==> config.mk <==
export PLATFORM = sky130hd
export DESIGN_NAME = adaptive_filter_stream_pair
export DESIGN_NICKNAME = d
export VERILOG_FILES = /design/src/rtl/adaptive_filter_stream_pair.sv
export SDC_FILE = /design/constraint.sdc
export NUM_CORES = 2
export LEC_CHECK = 0
export BUFFER_PORTS_ARGS = -buffer_cell sky130_fd_sc_hd__buf_2
export CAP_MARGIN = 20
export CORE_ASPECT_RATIO = 1.4
export CORE_MARGIN = 4
export CORE_UTILIZATION = 44
export CTS_CLUSTER_DIAMETER = 60
export DETAILED_ROUTE_END_ITERATION = 12
export GPL_TIMING_DRIVEN = 0
export PLACE_DENSITY = 0.67
export RECOVER_POWER = 50
export SLEW_MARGIN = 30
export SYNTH_ARGS = -nofsm -noshare
export SYNTH_HDL_FRONTEND = slang
export SYNTH_SLANG_ARGS = --single-unit
==> constraint.sdc <==
create_clock -name ap_clk -period 4.47 [get_ports ap_clk]
set_input_delay 0.447 -clock ap_clk [delete_from_list [all_inputs] [get_ports ap_clk]]
set_output_delay 0.447 -clock ap_clk [all_outputs]
set_load 0.05 [all_outputs]
==> src/rtl/adaptive_filter_stream_pair.sv <==
// adaptive_filter_stream_pair
//   Front end for the LMS/NLMS core. Buffers the main and aux sample streams
//   in two independent FIFOs and hands them to the core only as aligned pairs.
//   Packet boundaries on both outputs follow the main stream. A main/aux
//   tlast disagreement is counted and repaired: an early aux boundary is
//   ignored, and an early main boundary makes the block discard aux beats up
//   to and including the next aux tlast (DRAIN_AUX).
//
// Ports
//   ap_clk, ap_rst_n        clock, asynchronous active-low reset
//   main_in_*, aux_in_*     AXI-Stream sinks (TDATA/TVALID/TREADY/TLAST)
//   main_out_*, aux_out_*   AXI-Stream sources towards the core
//   clear_count             synchronous clear of mismatch_count
//   mismatch_count          saturating count of tlast mismatches
//   draining                high while the FSM is in DRAIN_AUX
//
// Handshake semantics (all stream ports): a beat transfers on a rising edge
// where TVALID and TREADY are both high. TVALID never depends on TREADY, and
// once asserted the source holds TVALID and its payload until the transfer.

module adaptive_filter_stream_pair_fifo #(
    parameter int W  = 33,
    parameter int AW = 5
) (
    input  logic         clk,
    input  logic         rst_n,
    input  logic [W-1:0] wr_data,
    input  logic         wr_valid,
    output logic         wr_ready,
    output logic [W-1:0] rd_data,
    input  logic         rd_en,
    output logic         not_empty
);
    localparam int DEPTH = 1 << AW;
    localparam logic [AW:0] FULL_COUNT = (AW + 1)'(DEPTH);

    logic [W-1:0]  mem [DEPTH];
    logic [AW-1:0] wr_ptr;
    logic [AW-1:0] rd_ptr;
    logic [AW:0]   count;
    logic [AW:0]   count_next;
    logic          ready_q;
    logic          do_wr;
    logic          do_rd;

    // Ready comes from a register only; it is 0 while in reset and afterwards
    // reflects "not full" as computed for the count that is being stored.
    assign wr_ready  = ready_q;
    assign not_empty = (count != '0);
    assign rd_data   = mem[rd_ptr];
    assign do_wr     = wr_valid & ready_q;
    assign do_rd     = rd_en & not_empty;

    always_comb begin
        count_next = count;
        if (do_wr && !do_rd) begin
            count_next = count + 1'b1;
        end else if (do_rd && !do_wr) begin
            count_next = count - 1'b1;
        end
    end

    always_ff @(posedge clk or negedge rst_n) begin
        if (!rst_n) begin
            wr_ptr  <= '0;
            rd_ptr  <= '0;
            count   <= '0;
            ready_q <= 1'b0;
        end else begin
            if (do_wr) wr_ptr <= wr_ptr + 1'b1;
            if (do_rd) rd_ptr <= rd_ptr + 1'b1;
            count   <= count_next;
            ready_q <= (count_next != FULL_COUNT);
        end
    end

    // Storage needs no reset: the pointers define what is valid.
    always_ff @(posedge clk) begin
        if (do_wr) mem[wr_ptr] <= wr_data;
    end
endmodule

module adaptive_filter_stream_pair #(
    parameter int DATA_W  = 32,
    parameter int FIFO_AW = 5,
    parameter int CNT_W   = 16
) (
    input  logic              ap_clk,
    input  logic              ap_rst_n,
    input  logic [DATA_W-1:0] main_in_TDATA,
    input  logic              main_in_TVALID,
    output logic              main_in_TREADY,
    input  logic              main_in_TLAST,
    input  logic [DATA_W-1:0] aux_in_TDATA,
    input  logic              aux_in_TVALID,
    output logic              aux_in_TREADY,
    input  logic              aux_in_TLAST,
    output logic [DATA_W-1:0] main_out_TDATA,
    output logic              main_out_TVALID,
    input  logic              main_out_TREADY,
    output logic              main_out_TLAST,
    output logic [DATA_W-1:0] aux_out_TDATA,
    output logic              aux_out_TVALID,
    input  logic              aux_out_TREADY,
    output logic              aux_out_TLAST,
    input  logic              clear_count,
    output logic [CNT_W-1:0]  mismatch_count,
    output logic              draining
);
    typedef enum logic {
        ST_PAIR      = 1'b0,
        ST_DRAIN_AUX = 1'b1
    } state_t;

    // Reset asserts asynchronously and releases on a clock edge.
    logic [1:0] rst_sync;
    logic       rst_n_int;

    always_ff @(posedge ap_clk or negedge ap_rst_n) begin
        if (!ap_rst_n) rst_sync <= 2'b00;
        else           rst_sync <= {rst_sync[0], 1'b1};
    end
    assign rst_n_int = rst_sync[1];

    logic [DATA_W:0] main_head;
    logic [DATA_W:0] aux_head;
    logic            main_ne;
    logic            aux_ne;
    logic            main_pop;
    logic            aux_pop;

    adaptive_filter_stream_pair_fifo #(.W(DATA_W + 1), .AW(FIFO_AW)) u_main_fifo (
        .clk       (ap_clk),
        .rst_n     (rst_n_int),
        .wr_data   ({main_in_TLAST, main_in_TDATA}),
        .wr_valid  (main_in_TVALID),
        .wr_ready  (main_in_TREADY),
        .rd_data   (main_head),
        .rd_en     (main_pop),
        .not_empty (main_ne)
    );

    adaptive_filter_stream_pair_fifo #(.W(DATA_W + 1), .AW(FIFO_AW)) u_aux_fifo (
        .clk       (ap_clk),
        .rst_n     (rst_n_int),
        .wr_data   ({aux_in_TLAST, aux_in_TDATA}),
        .wr_valid  (aux_in_TVALID),
        .wr_ready  (aux_in_TREADY),
        .rd_data   (aux_head),
        .rd_en     (aux_pop),
        .not_empty (aux_ne)
    );

    // Pair register. Only the main tlast is kept: both outputs carry it, and
    // the aux tlast has already been consumed by the mismatch logic at load.
    state_t            state_q;
    state_t            state_d;
    logic [DATA_W-1:0] pair_main_data;
    logic [DATA_W-1:0] pair_aux_data;
    logic              pair_tlast;
    logic              pair_valid;
    logic              main_taken;
    logic              aux_taken;
    logic              main_hs;
    logic              aux_hs;
    logic              retire;
    logic              load;
    logic              mismatch_inc;
    logic [CNT_W-1:0]  cnt_q;

    assign main_out_TVALID = pair_valid & ~main_taken;
    assign aux_out_TVALID  = pair_valid & ~aux_taken;
    assign main_out_TDATA  = pair_main_data;
    assign aux_out_TDATA   = pair_aux_data;
    assign main_out_TLAST  = pair_tlast;
    assign aux_out_TLAST   = pair_tlast;
    assign main_hs         = main_out_TVALID & main_out_TREADY;
    assign aux_hs          = aux_out_TVALID & aux_out_TREADY;
    // Retire once each side has either already transferred or transfers now.
    assign retire          = pair_valid & (main_taken | main_hs) & (aux_taken | aux_hs);
    assign draining        = (state_q == ST_DRAIN_AUX);
    assign mismatch_count  = cnt_q;

    always_ff @(posedge ap_clk or negedge rst_n_int) begin
        if (!rst_n_int) state_q <= ST_PAIR;
        else            state_q <= state_d;
    end

    always_comb begin
        state_d      = state_q;
        load         = 1'b0;
        main_pop     = 1'b0;
        aux_pop      = 1'b0;
        mismatch_inc = 1'b0;
        case (state_q)
            ST_PAIR: begin
                if (main_ne && aux_ne && (!pair_valid || retire)) begin
                    load     = 1'b1;
                    main_pop = 1'b1;
                    aux_pop  = 1'b1;
                    if (main_head[DATA_W] != aux_head[DATA_W]) mismatch_inc = 1'b1;
                    // Main packet ended before aux: drop the rest of the aux packet.
                    if (main_head[DATA_W] && !aux_head[DATA_W]) state_d = ST_DRAIN_AUX;
                end
            end
            ST_DRAIN_AUX: begin
                if (aux_ne) begin
                    aux_pop = 1'b1;
                    if (aux_head[DATA_W]) state_d = ST_PAIR;
                end
            end
            default: state_d = ST_PAIR;
        endcase
    end

    always_ff @(posedge ap_clk or negedge rst_n_int) begin
        if (!rst_n_int) begin
            pair_valid     <= 1'b0;
            main_taken     <= 1'b0;
            aux_taken      <= 1'b0;
            pair_main_data <= '0;
            pair_aux_data  <= '0;
            pair_tlast     <= 1'b0;
        end else if (load) begin
            pair_valid     <= 1'b1;
            main_taken     <= 1'b0;
            aux_taken      <= 1'b0;
            pair_main_data <= main_head[DATA_W-1:0];
            pair_aux_data  <= aux_head[DATA_W-1:0];
            pair_tlast     <= main_head[DATA_W];
        end else if (retire) begin
            pair_valid <= 1'b0;
            main_taken <= 1'b0;
            aux_taken  <= 1'b0;
        end else begin
            if (main_hs) main_taken <= 1'b1;
            if (aux_hs)  aux_taken  <= 1'b1;
        end
    end

    // Clear has priority over a same-cycle increment.
    always_ff @(posedge ap_clk or negedge rst_n_int) begin
        if (!rst_n_int) begin
            cnt_q <= '0;
        end else if (clear_count) begin
            cnt_q <= '0;
        end else if (mismatch_inc && (cnt_q != '1)) begin
            cnt_q <= cnt_q + 1'b1;
        end
    end
endmodule

==> results.ini <==
[timing]
finClkSkew_ps = 47.5
tightest_slew_ps = 2760
period_share_pct = 97.2
slew_headroom_pct = -83.8
period_needed_ps = 4340
grt_setup_unrepaired = false
holdWs_ps = 129
maxSlewViolCount = 32
fmax_mhz = 230
finalHoldViolations = 0
setup_viol = 0

[global_routing]
grt_max_degree = 43
grt.total_usage_pct = 21.9
grt_pass1_vias = 42600
antenna_found_initial = 15
grt-ovfl-total = 0
grt_pass1_wl_um = 313000

[clocking]
clkLatencyLatePin_ps = 860
cts.sinks = 2233
cts_tree = yes
cts_htree_levels = 4
root_buffer = clkbuf_16
clk_pin_slew_ps = 70
clock_path_buffers = 3
cts_buffers = 207

[die]
core_area_um2 = 193000
rows = 191
die-area_um2 = 201000
die_y_um = 529
io_pins = 160
initial_core_util_pct = 44.2
fp.dieW_um = 380

[logic_synthesis]
ys_warn_count = 0
synth_nets = 3711
ys_async_sr_fraction_pct = 5.42
synth_area_um2 = 85400
ys_types = 61
ys_ff_latch = 2233
ys.flop_type = edfxtp_1
synth.avg_cell_area_um2 = 23.6
yosysSeqAreaShare_pct = 77.8
syn_inst = 3621
synth_edf_count = 2112

[detailed_routing]
vias_per_cell = 6.00
vias = 41000
wl_um = 220000
wl_met3_um = 18400
postRouteAntennaNets = 0
met2WireLength_um = 115000
dr.pass1.iters = 5
drcViolationCount = 0
met1Wirelength_um = 77000
wire_per_inst_um = 32.2
drt_iter0_markers = 5022
top_layer = met5

[power]
finalPower_mw = 62.9
power_leakage_nw = 31.7
power_density_nw_per_um2 = 626
ir_drop_mv = 0.516

[place]
dp_hpwl_um = 149000
finalWeightedCongestion = 0.792
dp_cells = 6429
post_dp_cell_area_um2 = 93600
portBuffers = 158

[layout]
final_util_pct = 51.9
synthToLayoutAreaGrowth_pct = 17.5
nets = 4227
layout_common_cells = edfxtp_1 (2,112), mux4_2 (660), clkbuf_1 (227)
finalNonFillerCells = 6838
drive_gt1_share_pct = 31.3
final_common_cell = edfxtp_1
finish.instance_area_um2 = 100000

[worst_hold_path]
hold_start = aux_in_TVALID
hold_depth = 5
worstHoldEndpoint = u_aux_fifo.count[1]
min_path_type = primary input to register

[setup_path]
rrSetupSlack_ps = 130
r2r-start = u_aux_fifo.rd_ptr[1]
startpoint = u_aux_fifo.rd_ptr[1]
cp_slowest_stage_delay_ps = 680
r2r_cells = 12
endpoint_kind = register
cp.required_ps = 5160
cp-start-kind = register
cp_cell_sequence = clkbuf_1, clkbuf_1, mux4_2, mux4_2, mux2i_1, ha_1, nor2b_1, and3_1, nand3_1, nor4_1, xnor2_1, nor2_1
critical-path-top-delay-family = multiplexers
slowest_stage = clkbuf_1
path_buf_inv = 2
path_max_fanout = 10
cp.arrival_ps = 5030
path_class = register to register
timing.rr.end = mismatch_count[9]

[outcome]
violations = max-capacitance violations, max-slew violations
status = finished, violations left

[run]
drv_cap = 1

==> flip-flops by register name (all words and copies together) (netlist names) <==
name / cells
u_main_fifo.mem: 1056
u_main_fifo.rd_ptr: 5
mismatch_count: 16
pair_valid: 1
u_main_fifo.wr_ptr: 5
u_aux_fifo.wr_ready: 1
aux_out_TDATA: 32
u_aux_fifo.mem: 1056
main_taken: 1
draining: 1
u_aux_fifo.rd_ptr: 5
rst_sync: 2
main_out_TDATA: 32
aux_out_TLAST: 1
u_aux_fifo.wr_ptr: 5
u_main_fifo.count: 6
u_main_fifo.wr_ready: 1
aux_taken: 1
u_aux_fifo.count: 6
==> worst max path at each step <==
| stage | depth (start not counted) | to |
|---|---|---|
| finish | 12 | mismatch_count[9] |
| global route | 12 | mismatch_count[9] |
| CTS | 12 | mismatch_count[9] |
| detailed placement | 12 | mismatch_count[9] |
| global placement | 0 | main_out_TDATA[3] |
| floorplan | 0 | aux_out_TDATA[0] |
==> layout make-up <==
type | count | area [um2]
plain buffers | 194 | 885
repair buffers | 307 | 4440
clock inverters | 127 | 1230
flip-flops and latches | 2233 | 66400
inverters | 12 | 45.0
fillers | 14500 | 92900
multi-input cells | 1182 | 18500
diodes | 8 | 20.0
clock buffers | 266 | 5650
well taps | 2509 | 3140
==> layer usage <==
metal,up-vias,global-route usage [%]
li1,16500,-
met1,21900,26.5
met2,2097,38.4
met3,515,4.88
met4,18,8.60
met5,-,0
==> tightest hold or removal path: cells and delay by family <==
family	cells	cell delay, ps
compound gates	2	170
buf+inv	1	90
simple gates	2	250
==> synthesized netlist by cell type (3+ instances only) <==
master | number | area [um2]
clkbuf_1 | 116 | 435
nor3_1 | 14 | 70.1
buf_6 | 4 | 45.0
nor4b_1 | 3 | 26.3
edfxtp_1 | 2112 | 63400
inv_1 | 12 | 45.0
nor4_1 | 5 | 31.3
nand4_1 | 11 | 68.8
mux2i_1 | 67 | 671
xor2_1 | 4 | 35.0
nor3b_1 | 6 | 45.0
nand3_1 | 6 | 30.0
mux4_2 | 660 | 14900
nor2b_1 | 6 | 37.5
nor2_1 | 85 | 319
o21a_1 | 3 | 22.5
o21ai_0 | 80 | 400
and3_1 | 4 | 25.0
xnor2_1 | 31 | 272
nand2_1 | 114 | 428
dfrtp_1 | 121 | 3030
buf_1 | 10 | 37.5
or3b_2 | 4 | 35.0
nand3b_1 | 4 | 30.0
buf_2 | 61 | 305
ha_1 | 17 | 213
or3_1 | 6 | 37.5
a21oi_1 | 12 | 60.1
==> timing repair <==
action,in CTS,in global routing
buffers inserted,0,0
hold endpoints to repair,9,0
hold buffers,6,0
gates resized for setup,0,3
endpoints found under the setup margin,0,1
==> cell families after synthesis <==
kind of cell | Yosys count | share of synthesized area (%)
compound gates | 120 | 0.836
xor+xnor | 35 | 0.359
fa+ha+maj | 17 | 0.249
buf+inv | 206 | 1.05
flops | 2233 | 77.8
mux | 728 | 18.2
other cells | 1 | 0.00439
simple gates | 281 | 1.50
==> report_power, final <==
part	leakage [nW]	switching [mW]	total (mW)	internal, mW
registers	20.5	0.614	25.2	24.6
logic	7.84	11.7	20.0	8.36
clock network	3.32	7.86	17.7	9.82
total	31.7	20.1	62.9	42.8
==> stage by stage <==
| stage | TNS [ps] | worst slack, ps |
|---|---|---|
| 6_report | 0 | 126 |
| 5_1_grt | 0 | 4.75 |
| 4_1_cts | 0 | 190 |
| 2_1_floorplan | 0 | 849 |
| 3_3_place_gp | -2485810 | -1920 |
| 3_5_place_dp | 0 | 252 |
No activity file was read; power rests on OpenSTA's default activity.
